File: config.mk
export PLATFORM = sky130hd
export DESIGN_NAME = inst_fetch_queue
export DESIGN_NICKNAME = d
export VERILOG_FILES = /design/src/rtl/ifq_pkg.sv /design/src/rtl/ifq_fifo.sv /design/src/rtl/inst_fetch_queue.sv
export SDC_FILE = /design/constraint.sdc
export NUM_CORES = 1
export LEC_CHECK = 0
export ABC_AREA = 1
export CAP_MARGIN = 20
export CORE_MARGIN = 2
export CORE_UTILIZATION = 50
export CTS_CLUSTER_SIZE = 24
export DETAILED_ROUTE_END_ITERATION = 16
export GPL_TIMING_DRIVEN = 1
export PLACE_DENSITY_LB_ADDON = 0.25
export SKIP_LAST_GASP = 1
export SLEW_MARGIN = 20
export SYNTH_ARGS = -nofsm -noshare
export SYNTH_HDL_FRONTEND = slang
export SYNTH_HIERARCHICAL = 1
export SYNTH_SLANG_ARGS = --single-unit
File: constraint.sdc
create_clock -name clk_i -period 5.8 [get_ports clk_i]
set_input_delay 0.87 -clock clk_i [delete_from_list [all_inputs] [get_ports clk_i]]
set_output_delay 0.87 -clock clk_i [all_outputs]
set_load 0.03 [all_outputs]
File: src/rtl/ifq_pkg.sv
// Shared types and constants for the instruction fetch queue.
// Optional same-cycle bypass is selected by the IFQ_BYPASS_EN macro in inst_fetch_queue.
package ifq_pkg;

    typedef logic [1:0] ifq_state_t;

    localparam ifq_state_t StIdle = 2'd0;
    localparam ifq_state_t StReq  = 2'd1;
    localparam ifq_state_t StDrop = 2'd2;

    localparam int unsigned INST_BYTES = 4;
    localparam int unsigned OPCODE_MSB = 31;
    localparam int unsigned OPCODE_LSB = 26;
    localparam int unsigned FUNC_MSB   = 5;
    localparam int unsigned FUNC_LSB   = 0;

    typedef struct packed {
        logic [31:0] pc;
        logic [31:0] inst;
    } ifq_entry_t;

endpackage

File: src/rtl/ifq_fifo.sv
// Synchronous prefetch FIFO of {pc, inst} entries with flush; Depth must be a power of two.
module ifq_fifo
    import ifq_pkg::*;
#(
    parameter int unsigned Depth = 4,
    localparam int unsigned PtrW = $clog2(Depth),
    localparam int unsigned CntW = PtrW + 1
) (
    input  logic            clk_i,
    input  logic            rst_ni,
    input  logic            flush_i,
    input  logic            push_i,
    input  ifq_entry_t      entry_i,
    input  logic            pop_i,
    output ifq_entry_t      head_o,
    output logic [CntW-1:0] count_o,
    output logic            empty_o,
    output logic            full_o
);

    ifq_entry_t            mem_q [Depth];
    logic [PtrW-1:0]       wr_ptr_q, rd_ptr_q;
    logic [CntW-1:0]       count_q;

    always_ff @(posedge clk_i or negedge rst_ni) begin
        if (!rst_ni) begin
            wr_ptr_q <= '0;
            rd_ptr_q <= '0;
            count_q  <= '0;
        end else if (flush_i) begin
            wr_ptr_q <= '0;
            rd_ptr_q <= '0;
            count_q  <= '0;
        end else begin
            if (push_i) wr_ptr_q <= wr_ptr_q + PtrW'(1);
            if (pop_i)  rd_ptr_q <= rd_ptr_q + PtrW'(1);
            count_q <= count_q + CntW'(push_i) - CntW'(pop_i);
        end
    end

    // Storage needs no reset; count_q gates every read.
    always_ff @(posedge clk_i) begin
        if (push_i && !flush_i) mem_q[wr_ptr_q] <= entry_i;
    end

    assign head_o  = mem_q[rd_ptr_q];
    assign count_o = count_q;
    assign empty_o = (count_q == '0);
    assign full_o  = (count_q == CntW'(Depth));

endmodule

File: src/rtl/inst_fetch_queue.sv
// Instruction fetch queue: req/ack fetch from memory into a prefetch FIFO, valid/ready to decode.
// Define IFQ_BYPASS_EN to forward an ack straight to the output when the FIFO is empty.
module inst_fetch_queue
    import ifq_pkg::*;
#(
    parameter int unsigned DEPTH    = 4,
    parameter logic [31:0] RESET_PC = 32'h0000_0000
) (
    input  logic        clk_i,
    input  logic        rst_ni,
    output logic        mem_req_o,
    output logic [31:0] mem_addr_o,
    input  logic        mem_ack_i,
    input  logic [31:0] mem_rdata_i,
    input  logic        redirect_i,
    input  logic [31:0] redirect_pc_i,
    output logic        out_valid_o,
    input  logic        out_ready_i,
    output logic [31:0] out_inst_o,
    output logic [31:0] out_pc_o,
    output logic [5:0]  out_opcode_o,
    output logic [5:0]  out_func_o
);

    localparam int unsigned CntW = $clog2(DEPTH) + 1;

    ifq_state_t      state_q, state_d;
    logic [31:0]     fetch_pc_q, fetch_pc_d;
    logic [31:0]     drop_addr_q, drop_addr_d;

    ifq_entry_t      fifo_head, fifo_entry;
    logic [CntW-1:0] fifo_count, cnt_after;
    logic            fifo_empty, fifo_full;
    logic            take, push, pop, bypass_take;

    assign mem_req_o  = (state_q != StIdle);
    assign mem_addr_o = (state_q == StDrop) ? drop_addr_q : fetch_pc_q;

    // Accepted response: a live request acknowledged and not cancelled by a redirect.
    assign take       = (state_q == StReq) && mem_ack_i && !redirect_i;
    assign fifo_entry = '{pc: fetch_pc_q, inst: mem_rdata_i};

`ifdef IFQ_BYPASS_EN
    logic bypass_vld;
    assign bypass_vld  = take && fifo_empty;
    assign bypass_take = bypass_vld && out_ready_i;
    assign out_valid_o = !fifo_empty || bypass_vld;
    assign out_inst_o  = bypass_vld ? mem_rdata_i : fifo_head.inst;
    assign out_pc_o    = bypass_vld ? fetch_pc_q  : fifo_head.pc;
`else
    assign bypass_take = 1'b0;
    assign out_valid_o = !fifo_empty;
    assign out_inst_o  = fifo_head.inst;
    assign out_pc_o    = fifo_head.pc;
`endif

    assign out_opcode_o = out_inst_o[OPCODE_MSB:OPCODE_LSB];
    assign out_func_o   = out_inst_o[FUNC_MSB:FUNC_LSB];

    assign pop       = !fifo_empty && out_ready_i && !redirect_i;
    assign push      = take && !bypass_take;
    assign cnt_after = fifo_count + CntW'(push) - CntW'(pop);

    always_comb begin
        state_d     = state_q;
        fetch_pc_d  = fetch_pc_q;
        drop_addr_d = drop_addr_q;
        if (redirect_i) fetch_pc_d = redirect_pc_i & ~32'h3;
        case (state_q)
            StIdle: begin
                if (!redirect_i && !fifo_full) state_d = StReq;
            end
            StReq: begin
                if (redirect_i) begin
                    // Without an ack the request stays on the bus and its data must be dropped.
                    state_d     = mem_ack_i ? StIdle : StDrop;
                    drop_addr_d = fetch_pc_q;
                end else if (mem_ack_i) begin
                    fetch_pc_d = fetch_pc_q + 32'(INST_BYTES);
                    state_d    = (cnt_after < CntW'(DEPTH)) ? StReq : StIdle;
                end
            end
            StDrop: begin
                if (mem_ack_i) state_d = StIdle;
            end
            default: state_d = StIdle;
        endcase
    end

    always_ff @(posedge clk_i or negedge rst_ni) begin
        if (!rst_ni) begin
            state_q     <= StIdle;
            fetch_pc_q  <= RESET_PC;
            drop_addr_q <= RESET_PC;
        end else begin
            state_q     <= state_d;
            fetch_pc_q  <= fetch_pc_d;
            drop_addr_q <= drop_addr_d;
        end
    end

    ifq_fifo #(
        .Depth (DEPTH)
    ) u_fifo (
        .clk_i   (clk_i),
        .rst_ni  (rst_ni),
        .flush_i (redirect_i),
        .push_i  (push),
        .entry_i (fifo_entry),
        .pop_i   (pop),
        .head_o  (fifo_head),
        .count_o (fifo_count),
        .empty_o (fifo_empty),
        .full_o  (fifo_full)
    );

endmodule

Yosys cells after proc, flatten, opt, wreduce, memory -nomap -nowiden
Memories as Yosys holds them, arrays and structs flattened.
Index checks and enable logic that the tools add are counted.
{"block": "word_totals", "output_inout_bits": 110, "ff_bits": 73, "in_bits": 69, "ramBits": 256, "elab_cells": 54, "n_memories": 1}
{"block": "classes", "n_reduce_logical": 16, "n_lt_le_gt_ge": 1, "n_addsub": 5, "muxes": 19, "eq_ne": 6}
{"memory": "u_fifo.mem_q", "words": 4, "word_bits": 64, "rd": 1, "rd_ports_with_merged_regs": 0, "wr": 1, "line": "ifq_fifo.sv:21", "rtl": "ifq_entry_t mem_q [Depth];"}
{"op": "$mux W32", "count": 5}
{"op": "$add A32 B3 Y32 const B", "count": 1}
{"op": "$mux W2", "count": 9}
{"op": "$logic_and A1 B1 Y1", "count": 6}
{"op": "$pmux W2 S3", "count": 1}
{"op": "$reduce_bool A2 Y1", "count": 3}
{"op": "$add A2 B1 Y2 const B", "count": 2}
{"op": "$ne A2 B2 Y1 const B", "count": 2}
{"op": "$add A3 B1 Y3", "count": 1}
{"op": "$eq A3 B3 Y1 const B", "count": 1}
{"op": "$logic_not A1 Y1", "count": 3}
{"op": "$logic_not A3 Y1", "count": 1}
{"op": "$lt A3 B3 Y1 const B", "count": 1}
{"op": "$mux W1", "count": 3}
{"op": "$mux W3", "count": 1}
{"op": "$ne A3 B3 Y1 const B", "count": 1}
{"op": "$reduce_and A3 Y1", "count": 1}
{"op": "$sub A3 B1 Y3", "count": 1}
{"op": "$eq A2 B1 Y1 const B", "count": 1}
{"op": "$eq A2 B2 Y1 const B", "count": 1}
{"op": "$logic_not A2 Y1", "count": 1}
{"op": "$reduce_and A2 Y1", "count": 1}

Logic depth before layout (Yosys ltp)
Gate-level depths: netlist of run 1.
{"block": "depth", "depth_word": 10, "ltp_mapped": 14, "depth_no_buf": 14}

Modules after synthesis
Netlist of run 1, hierarchy kept.
{"mod": "ifq_fifo", "seq_area_each_um2": 7862.5, "cells_each": 801, "area_each_um2": 10661.5, "n_inst": 1}
{"mod": "inst_fetch_queue", "seq_area_each_um2": 1651.6, "cells_each": 598, "area_each_um2": 4189.0, "n_inst": 1}

Worst setup path after synthesis of run 1
Ideal clock, no wire load.
{"block": "synth_timing", "kind": "input to register", "startpoint": "input port mem_ack_i", "endpoint": "memory u_fifo/mem_q[0][0] in the netlist's numbering (enable)", "setup_ps": 486, "cell_stages": 7, "path_buffers": 1, "setup_slack_ps": 1016, "t_arrival_ps": 4298, "path_cell_list": "inv_1 nor2_2 nand2_1 inv_2 buf_2 nand2_1 nor2_1"}
{"block": "synth_between", "elab_chain_cells": 5}
{"element": "start, declared", "line": "inst_fetch_queue.sv:13", "rtl": "input logic mem_ack_i,"}
{"element": "$logic_and A1 B1 Y1 (2 in series)", "line": "inst_fetch_queue.sv:40", "rtl": "assign take = (state_q == StReq) && mem_ack_i && !redirect_i;"}
{"element": "named net push", "line": "inst_fetch_queue.sv:34", "rtl": "logic take, push, pop, bypass_take;"}
{"element": "$logic_and A1 B1 Y1", "line": "ifq_fifo.sv:43", "rtl": "if (push_i && !flush_i) mem_q[wr_ptr_q] <= entry_i;"}
{"element": "$mux W1", "line": "ifq_fifo.sv:43"}
{"element": "$mux W1 (not written as such)", "line": "ifq_fifo.sv:43"}
{"element": "end, declared", "line": "ifq_fifo.sv:21"}
The timed path passes the listed nets, and every way through them passes these cells.

Worst setup path after layout of run 1
{"block": "layout_timing", "startpoint": "register u_fifo.rd_ptr_q[0]", "endpoint": "output port out_pc_o[20]"}
{"block": "layout_between", "elab_chain_cells": 1}
{"element": "start, declared", "line": "ifq_fifo.sv:22", "rtl": "logic [PtrW-1:0] wr_ptr_q, rd_ptr_q;"}
{"element": "start signal, assigned", "line": "ifq_fifo.sv:36", "rtl": "if (pop_i) rd_ptr_q <= rd_ptr_q + PtrW'(1);"}
{"element": "$mem_v2 Z4 W64"}
{"element": "end, declared", "line": "inst_fetch_queue.sv:20", "rtl": "output logic [31:0] out_pc_o,"}
No other way between the ends.

==> results of run 1 <==
## power by group
part	switching, uW	total (uW)	leakage, uW	internal, uW
clock network	872	2170	0.000558	1300
logic	1310	2040	0.00356	739
registers	220	3040	0.00321	2820
## final timing paths
| check | to | slack, ns | cells after the start |
|---|---|---|---|
| worst max-delay path | out_pc_o[20] | 1.81 | 5 |
| worst max register to register | u_fifo/count_o[2]$_DFF_PN0_ | 3.51 | 14 |
| max in group asynchronous | fetch_pc_q[5]$_DFF_PN0_ | 4.90 | 3 |
| min in group clk_i | drop_addr_q[19]$_DFFE_PN0P_ | 0.49 | 2 |
| worst min-delay path | drop_addr_q[25]$_DFFE_PN0P_ | 0.32 | 2 |
| worst min register to register | drop_addr_q[19]$_DFFE_PN0P_ | 0.49 | 2 |
## kinds of logic (layout without fill, tap and decap cells)
group	count (synthesis)	after routing	share of synthesized area, %
simple gates	503	503	13.9
fa+ha+maj	10	10	0.893
xor+xnor	15	15	0.885
compound gates	263	263	11.3
flops	329	329	64.1
buf+inv	279	456	8.97
## cell type report
| class | count | area (um2) | area share [%] |
|---|---|---|---|
| clock inverter | 19 | 181 | 1.01 |
| multi-input combinational | 791 | 4040 | 22.6 |
| sequential | 329 | 9520 | 53.1 |
| inverter | 199 | 752 | 4.20 |
| tap | 390 | 488 | 2.72 |
| clock buffer | 44 | 951 | 5.31 |
| timing repair buffer | 194 | 1980 | 11.1 |
## critical path, cell delays in order, from the launching register on
cell and delay, ns:
sky130_fd_sc_hd__dfrtp_1 0.43, sky130_fd_sc_hd__inv_6 0.60, sky130_fd_sc_hd__buf_12 0.47, sky130_fd_sc_hd__o211ai_1 0.16, sky130_fd_sc_hd__nand2_1 0.14, sky130_fd_sc_hd__clkdlybuf4s50_1 0.75
## stage by stage
stage | util, % | total power (uW)
floorplan | - | 4430
global placement | 56.8 | 5080
detailed placement | 56.8 | 5120
CTS | 60.6 | 7310
global route | 60.8 | 7630
finish | 60.8 | 7260
## synth_stat cells (all sizes together)
library cell and count:
nand2 359, edfxtp 256, inv 199, o211ai 137, nor2 116, o21ai 74
dfrtp 73, buf 68, a21oi 41, nand3 17, xor2 14, clkbuf 12
ha 9, a31oi 6, a211oi 4, nand4 4, or2 3, and3 1
fa 1, nand3b 1, nor3 1, nor4 1, o22ai 1, xnor2 1
## per-layer routing
layer	up-vias	share of wire, %
met1	4643	47
met3	52	6.2
met2	311	44
met4	0	2.0
met5	-	0
li1	4998	-
## sequential cells by signal (all words and copies together), names as in the netlist
register,count
drop_addr_q,32
fetch_pc_q,32
state_q,2
u_fifo/count_o,3
u_fifo/mem_q,256
u_fifo/rd_ptr_q,2
u_fifo/wr_ptr_q,2
==> results.cfg, run 1 <==
[outcome]
outcome = finished clean

[sta]
min_cycle_time_layout_ns = 3.99
clock.fmax_ghz = 0.250
worstMarginPinSlew_ns = 0.856
finalSetupViolCount = 0
finClkSkew_ns = 0.0134
timing.max_slew.rel_slack_pct = 43.0
fin_tns_setup_ns = 0
hold_viol_final = 0
timing.final.max_slew_violations = 0
fin_ws_ns = 1.81
final.period_utilization_pct = 68.9
grt_setup_unrepaired = no
worst_hold_margin_ns = 0.322

[worst_setup_path]
timing.critical_path.arrival_ns = 3.12
critical_path_peak_fanout = 132
startpoint = u_fifo/rd_ptr_q[0]$_DFFE_PN0P_
worstSetupStartpointType = flip-flop
timing.setup.critical_path_class = flip-flop to output port
crit_required_ns = 4.93
cp-end-kind = output port
crit-reg2reg-launch = u_fifo/count_o[1]$_DFF_PN0_

[synthesis]
synthDominantCellAreaShare_pct = 51.8
ys.warnings.count = 6
synth_area_leaders = sky130_fd_sc_hd__edfxtp_1 (52%), sky130_fd_sc_hd__dfrtp_1 (12%), sky130_fd_sc_hd__nand2_1 (8.9%)
syn-num-nets = 1478
synthesis.instances = 1399
synth.ff_latch_count = 329
yosysSeqAreaShare_pct = 64.1
synth_top_cell_by_area = sky130_fd_sc_hd__edfxtp_1
synth.lib_cells_used.distinct = 35
post_synth.cell_area_avg_um2 = 10.6
syn-cell-area_mm2 = 0.0149

[place]
globalplace.congestion = 0.885
hpwl_um = 19600
postPlaceCellArea_mm2 = 0.0167
buffer_ports.inserted = 176
dpl_cells = 1902
dp_worst_setup_slack_ns = 2.37

[floorplanning]
die_w_um = 176
floorplan.initialDensity_pct = 50.4
core_rows = 63
die_height_um = 176
core-area_mm2 = 0.0295
floorplan.io_pins = 179
die_area_mm2 = 0.0311

[global_routing]
first_pass_grt_wire_length_um = 49400
track_usage_pct = 20.4
grt_met3_use_pct = 3.27
grt.met1_usage_pct = 30.4
grt_max_degree = 133
first_global_vias = 9405
global_route.usage.met2_pct = 31.6
grt_most_used_layer = met2
antenna_found_initial = 0
grt-ovfl-total = 0

[final_layout]
share_of_cells_above_drive_strength_1_pct = 7.17
num-fill-cells = 2412
layout.cells.most_common_list = sky130_fd_sc_hd__nand2_1 (352), sky130_fd_sc_hd__edfxtp_1 (256), sky130_fd_sc_hd__inv_1 (193), sky130_fd_sc_hd__clkdlybuf4s50_1 (174), sky130_fd_sc_hd__o211ai_1 (137)
num-nets-final = 1629
n_antenna_cell = 0
layout-area-overhead-vs-synth_pct = 20.6
final_design_area_no_fill_mm2 = 0.0179
most_common_cell_after_layout_fill_and_taps_aside = sky130_fd_sc_hd__nand2_1
instances_no_fill = 1966

[pwr]
max-vdd-ir-drop_uv = 301
power.static_leakage_uw = 0.00733
cellPowerDensity_mw_per_mm2 = 405

[clock_network]
numCtsBuffers = 35
clock_tree_from_tritoncts = yes
cts_post_setup_buffers_inserted = 0
cts.hold.buffers_added = 0
clkTransAtPathRegs_ns = 0.06
clock_latency_ns = 0.51
clkSinkCount = 329
clockRootBuffer = sky130_fd_sc_hd__clkbuf_16
htree_num_levels = 2
cts_resized = 0
largest_buffer_count_on_any_clock_path = 3

[drt]
detailedRoute.firstIterationViolations = 614
wl_per_cell_um = 15.9
remaining_drc_errors = 0
final_antenna_net_count = 0
totalWireLength_um = 31200
drt-vias-per-instance = 5.09
drt_pre_antenna_iters = 5
routed-via-count = 10000

[hold_path]
hold_wc_path_type = primary input to asynchronous set/reset pin

[job]
cap_viol_max_count = 0
No activity file was read; power rests on OpenSTA's default activity.
==> run 2: changes to the inputs <==
Clock period 5.8 ns to 3.9 ns, I/O delays scaled along.
==> run 2 against run 1 <==
Total power rose by 48%; count of clock-buffer cells in the layout rose by 1; wire length rose by 1.7%; first-iteration DRC count rose by 6.5%; cell count rose by 0.31%; non-clock buffer count rose by 5; clock power rose by 47%; sequential share of layout area rose by 0.10 points; register-to-register slack got worse by 1.9 ns; via count rose by 1.1%; global-route usage rose by 0.42 points; critical endpoint is now out_pc_o[15]; largest cell class unchanged; largest power group unchanged.
==> results.cfg, run 2 (synthesis gave the netlist of run 1 again) <==
[drt]
final_antenna_net_count = 0
detailedRoute.firstIterationViolations = 654
remaining_drc_errors = 0
wl_per_cell_um = 16.1
routed-via-count = 10100
totalWireLength_um = 31800
drt-vias-per-instance = 5.13
drt_pre_antenna_iters = 5

[clock_network]
clock_tree_from_tritoncts = yes
htree_num_levels = 2
cts_post_setup_buffers_inserted = 0
clock_latency_ns = 0.53
numCtsBuffers = 35
clockRootBuffer = sky130_fd_sc_hd__clkbuf_16
cts_resized = 0
cts.hold.buffers_added = 0
clkTransAtPathRegs_ns = 0.06
clkSinkCount = 329
largest_buffer_count_on_any_clock_path = 3

[worst_setup_path]
cp-end-kind = output port
timing.setup.critical_path_class = flip-flop to output port
critical_path_peak_fanout = 35
ff2ff_path_depth = 7
crit-reg2reg-launch = state_q[1]$_DFFE_PN0P_
worstSetupStartpointType = flip-flop
r2r-end = u_fifo/mem_q[0][26]$_DFFE_PP_
timing.critical_path.arrival_ns = 2.78
setup.reg_to_reg.worst_slack_ns = 1.56
crit_required_ns = 3.31

[final_layout]
num-nets-final = 1634
n_antenna_cell = 0
share_of_cells_above_drive_strength_1_pct = 7.40
largest-register = u_fifo/mem_q
num-fill-cells = 2379
layout.cells.most_common_list = sky130_fd_sc_hd__nand2_1 (352), sky130_fd_sc_hd__edfxtp_1 (256), sky130_fd_sc_hd__inv_1 (193), sky130_fd_sc_hd__clkdlybuf4s50_1 (174), sky130_fd_sc_hd__o211ai_1 (137)
fin_util_pct = 60.6
most_common_cell_after_layout_fill_and_taps_aside = sky130_fd_sc_hd__nand2_1
layout_top_registers = u_fifo/mem_q: 256 flops, drop_addr_q: 32 flops, fetch_pc_q: 32 flops
multi_input_area_mm2 = 0.00404
register_area_mm2 = 0.00952
largest_register_ff_count = 256
layout-area-overhead-vs-synth_pct = 20.4

[sta]
finalSetupViolCount = 0
worstMarginPinSlew_ns = 0.769
final.period_utilization_pct = 86.4
fin_ws_ns = 0.531
worst_hold_margin_ns = 0.0953
timing.final.max_slew_violations = 0
min_cycle_time_layout_ns = 3.37
hold_viol_final = 0
finClkSkew_ns = 0.0192
grt_setup_unrepaired = no
timing.max_slew.rel_slack_pct = 48.8
clock.fmax_ghz = 0.297

[global_routing]
global_route.usage.met2_pct = 32.1
first_pass_grt_wire_length_um = 50600
antenna_found_initial = 0
grt_max_degree = 76
grt-ovfl-total = 0
track_usage_pct = 20.8
grt_most_used_layer = met2
grt.met1_usage_pct = 30.9
first_global_vias = 9541
grt_met3_use_pct = 3.14

[place]
dp_worst_setup_slack_ns = 0.867
globalplace.congestion = 0.869
buffer_ports.inserted = 176
hpwl_um = 20500

[outcome]
outcome = finished clean

[pwr]
share_comb_of_total_power_pct = 28.3
netSwitchingFraction_pct = 33.7
p_seq_share_pct = 42.1
clock_power_share_pct = 29.7
internal_power_uw = 7140
max-vdd-ir-drop_uv = 455
power_switching_uw = 3620
cellPowerDensity_mw_per_mm2 = 602
design_power_total_uw = 10800
power.static_leakage_uw = 0.00731

[floorplanning]
core_rows = 63
die_area_mm2 = 0.0311
floorplan.io_pins = 179
floorplan.initialDensity_pct = 50.4
core-area_mm2 = 0.0295
die_height_um = 176
die_w_um = 176

[hold_path]
hold_wc_path_type = primary input to asynchronous set/reset pin

[job]
cap_viol_max_count = 0
[run 2: cell types whose count changed in the layout (fill, tap and decap cells not counted), sizes merged]
cell	delta
buf	+5
clkinvlp	+2
bufinv	-1
clkbuf	+1
clkinv	-1
[run 2: metal layers]
layer / wire [um] / share of wire [%]
met3: 1880 / 5.9
met4: 694 / 2.2
met5: 0 / 0
met2: 14100 / 44
met1: 15100 / 48
[run 2: worst max path at each step]
stage | from | endpoint | slack, ns | cells past startpoint
after global placement | mem_ack_i | u_fifo/mem_q[0][26]$_DFFE_PP_ | 0.91 | 9
final | u_fifo/rd_ptr_q[1]$_DFFE_PN0P_ | out_pc_o[15] | 0.53 | 5
after global routing | u_fifo/rd_ptr_q[1]$_DFFE_PN0P_ | out_pc_o[14] | 0.38 | 5
after detailed placement | mem_ack_i | u_fifo/mem_q[0][26]$_DFFE_PP_ | 0.87 | 9
after CTS | u_fifo/rd_ptr_q[1]$_DFFE_PN0P_ | out_pc_o[15] | 0.49 | 5
after floorplan | mem_ack_i | u_fifo/mem_q[0][0]$_DFFE_PP_ | -0.60 | 7
[run 2: power by group through the flow]
stage          combinational, uW  sequential [uW]  clock [uW]
3_3_place_gp                2990             4580           0
4_1_cts                     3060             4530        3250
6_report                    3040             4530        3190
2_1_floorplan               2100             4480           0
5_1_grt                     3330             4580        3380
3_5_place_dp                3040             4600           0
[run 2: metrics by stage]
stage                     std cells  instance area, um2  TNS (ns)
after global placement         1908               16800         0
after CTS                      1972               17900         0
after detailed placement       1908               16800         0
final                          1972               17900         0
after floorplan                1399               14900   -153.31
after global routing           1972               17900         0
[run 2: layout make-up]
cell class / instances / area share [%]
Inverter: 199 / 4.21
Clock inverter: 19 / 1.05
Timing Repair Buffer: 199 / 11.0
Clock buffer: 45 / 5.17
Multi-Input combinational cell: 791 / 22.6
Tap cell: 390 / 2.73
Sequential cell: 329 / 53.2
[run 2: worst max-delay path, stage by stage, from the launching register on]
cell,delay [ns]
sky130_fd_sc_hd__dfrtp_2,0.68
sky130_fd_sc_hd__inv_2,0.14
sky130_fd_sc_hd__buf_4,0.41
sky130_fd_sc_hd__o211ai_1,0.16
sky130_fd_sc_hd__nand2_1,0.12
sky130_fd_sc_hd__clkdlybuf4s50_1,0.72
==> run 3: changes to the inputs <==
==> constraint.sdc (replaced) <==
create_clock -name clk_i -period 3.9 [get_ports clk_i]
set_input_delay 0.585 -clock clk_i [delete_from_list [all_inputs] [get_ports clk_i]]
set_output_delay 0.585 -clock clk_i [all_outputs]
set_load 0.05 [all_outputs]
==> run 3 against run 2 <==
Wire length down 0.79%; clock power down 3%; highest routed layer unchanged; combinational power up 18%; sequential share of layout area down 0.052 points; largest cell class unchanged; total power up 4.3%; die area unchanged; critical path type unchanged.
==> results.cfg, run 3 (synthesis gave the netlist of run 1 again) <==
[clock_network]
cts.hold.buffers_added = 0
numCtsBuffers = 35
clock_tree_from_tritoncts = yes
cts_resized = 0
clkTransAtPathRegs_ns = 0.06
clkSinkCount = 329
clock_latency_ns = 0.51
cts_post_setup_buffers_inserted = 0
clockRootBuffer = sky130_fd_sc_hd__clkbuf_16
htree_num_levels = 2
largest_buffer_count_on_any_clock_path = 3

[worst_setup_path]
timing.setup.critical_path_class = flip-flop to output port
crit_cells = 4
crit_required_ns = 3.31
cpPeakStageDelay_ns = 0.86
worstSetupStartpointType = flip-flop
critical_path_peak_fanout = 32
timing.critical_path.buf_inv = 2
timing.critical_path.arrival_ns = 2.86
cp-end-kind = output port
worstPathCellList = buf_4 -> o211ai_1 -> nand2_1 -> clkdlybuf4s50_1
ff2ff_path_depth = 7
critical-path-top-delay-family = buffers and inverters
timing.critical_path.slowest_stage_cell = sky130_fd_sc_hd__dfrtp_2

[sta]
final.period_utilization_pct = 88.2
finalSetupViolCount = 0
fin_ws_ns = 0.460
min_cycle_time_layout_ns = 3.44
timing.final.max_slew_violations = 0
timing.max_slew.rel_slack_pct = 49.1
worstMarginPinSlew_ns = 0.764
finClkSkew_ns = 0.0126
hold_viol_final = 0
clock.fmax_ghz = 0.291
grt_setup_unrepaired = no

[final_layout]
largest-register = u_fifo/mem_q
largest_register_ff_count = 256
final_design_area_no_fill_mm2 = 0.0179
layout_top_registers = u_fifo/mem_q: 256 flops, drop_addr_q: 32 flops, fetch_pc_q: 32 flops
layout.cells.most_common_list = sky130_fd_sc_hd__nand2_1 (352), sky130_fd_sc_hd__edfxtp_1 (256), sky130_fd_sc_hd__inv_1 (193), sky130_fd_sc_hd__clkdlybuf4s50_1 (174), sky130_fd_sc_hd__o211ai_1 (137)
share_of_cells_above_drive_strength_1_pct = 7.23
n_antenna_cell = 0
layout-area-overhead-vs-synth_pct = 20.5
num-nets-final = 1634
most_common_cell_after_layout_fill_and_taps_aside = sky130_fd_sc_hd__nand2_1

[floorplanning]
die_w_um = 176
floorplan.initialDensity_pct = 50.4
die_area_mm2 = 0.0311
core-area_mm2 = 0.0295
core_rows = 63
floorplan.io_pins = 179
die_height_um = 176

[pwr]
power_switching_uw = 4090
clock_power_share_pct = 27.7
netSwitchingFraction_pct = 36.4
share_comb_of_total_power_pct = 31.9
power.static_leakage_uw = 0.00732
internal_power_uw = 7130
max-vdd-ir-drop_uv = 462
cellPowerDensity_mw_per_mm2 = 627
p_seq_share_pct = 40.4

[global_routing]
antenna_found_initial = 0
global_route.usage.met2_pct = 32.4
first_global_vias = 9546
grt.met1_usage_pct = 30.2
first_pass_grt_wire_length_um = 50200
grt_met3_use_pct = 3.45
grt_max_degree = 70
grt-ovfl-total = 0
track_usage_pct = 20.7
grt_most_used_layer = met2

[place]
globalplace.congestion = 0.848
dp_worst_setup_slack_ns = 0.861
buffer_ports.inserted = 176
hpwl_um = 20400
postPlaceCellArea_mm2 = 0.0168

[outcome]
outcome = finished clean

[job]
cap_viol_max_count = 0

[drt]
drt_pre_antenna_iters = 5
final_antenna_net_count = 0
drt-vias-per-instance = 5.10
routed-via-count = 10000
totalWireLength_um = 31500
wl_per_cell_um = 16.0
remaining_drc_errors = 0
detailedRoute.firstIterationViolations = 613

[hold_path]
hold_wc_path_type = primary input to asynchronous set/reset pin
## run 3: worst reg2reg max path: stages (launching register included)
cell	delay, ns
sky130_fd_sc_hd__dfrtp_1	0.43
sky130_fd_sc_hd__nor2_2	0.21
sky130_fd_sc_hd__nand2_1	0.07
sky130_fd_sc_hd__buf_4	0.19
sky130_fd_sc_hd__inv_2	0.07
sky130_fd_sc_hd__nand2_1	0.23
sky130_fd_sc_hd__nor2_4	0.55
sky130_fd_sc_hd__buf_12	0.28
## run 3: final timing paths
| kind | slack (ns) | from | end |
|---|---|---|---|
| min in group clk_i | 0.49 | drop_addr_q[7]$_DFFE_PN0P_ | drop_addr_q[7]$_DFFE_PN0P_ |
| max reg2reg | 1.54 | state_q[1]$_DFFE_PN0P_ | u_fifo/mem_q[2][28]$_DFFE_PP_ |
| max in group asynchronous | 2.71 | rst_ni | drop_addr_q[23]$_DFFE_PN0P_ |
| min reg2reg | 0.49 | drop_addr_q[7]$_DFFE_PN0P_ | drop_addr_q[7]$_DFFE_PN0P_ |
| max | 0.46 | u_fifo/rd_ptr_q[1]$_DFFE_PN0P_ | out_pc_o[15] |
| min | 0.1 | rst_ni | drop_addr_q[28]$_DFFE_PN0P_ |
## run 3: metrics by stage
stage / util, % / setup TNS (ns) / hold WS [ns] / power, uW / instances
floorplan: - / -153.31 / 0.289 / 7110 / 1399
global placement: 57.0 / 0 / 0.467 / 8110 / 1908
detailed placement: 57.0 / 0 / 0.478 / 8180 / 1908
CTS: 60.7 / 0 / 0.0958 / 11300 / 1966
global route: 60.7 / 0 / 0.125 / 11800 / 1966
finish: 60.7 / 0 / 0.0975 / 11200 / 1966
## run 3: power groups by stage
stage / Combinational, uW / Sequential [uW] / Clock (uW)
after CTS: 3600 / 4530 / 3180
after global placement: 3530 / 4580 / 0
after floorplan: 2630 / 4480 / 0
after global routing: 3860 / 4590 / 3320
after detailed placement: 3580 / 4600 / 0
final: 3580 / 4530 / 3110
## run 3: area by class of cell
class / count / area (um2)
Multi-Input combinational cell: 791 / 4040
Fill cell: 2360 / 11600
Inverter: 199 / 752
Tap cell: 390 / 488
Timing Repair Buffer: 199 / 2020
Clock inverter: 13 / 104
Clock buffer: 45 / 975
Sequential cell: 329 / 9520
## run 3: layer usage
| metal | part of all wire, % | vias to the layer above |
|---|---|---|
| met1 | 47 | 4639 |
| met5 | 0 | - |
| met2 | 45 | 346 |
| met3 | 6.5 | 48 |
| li1 | - | 4999 |
| met4 | 2.0 | 0 |
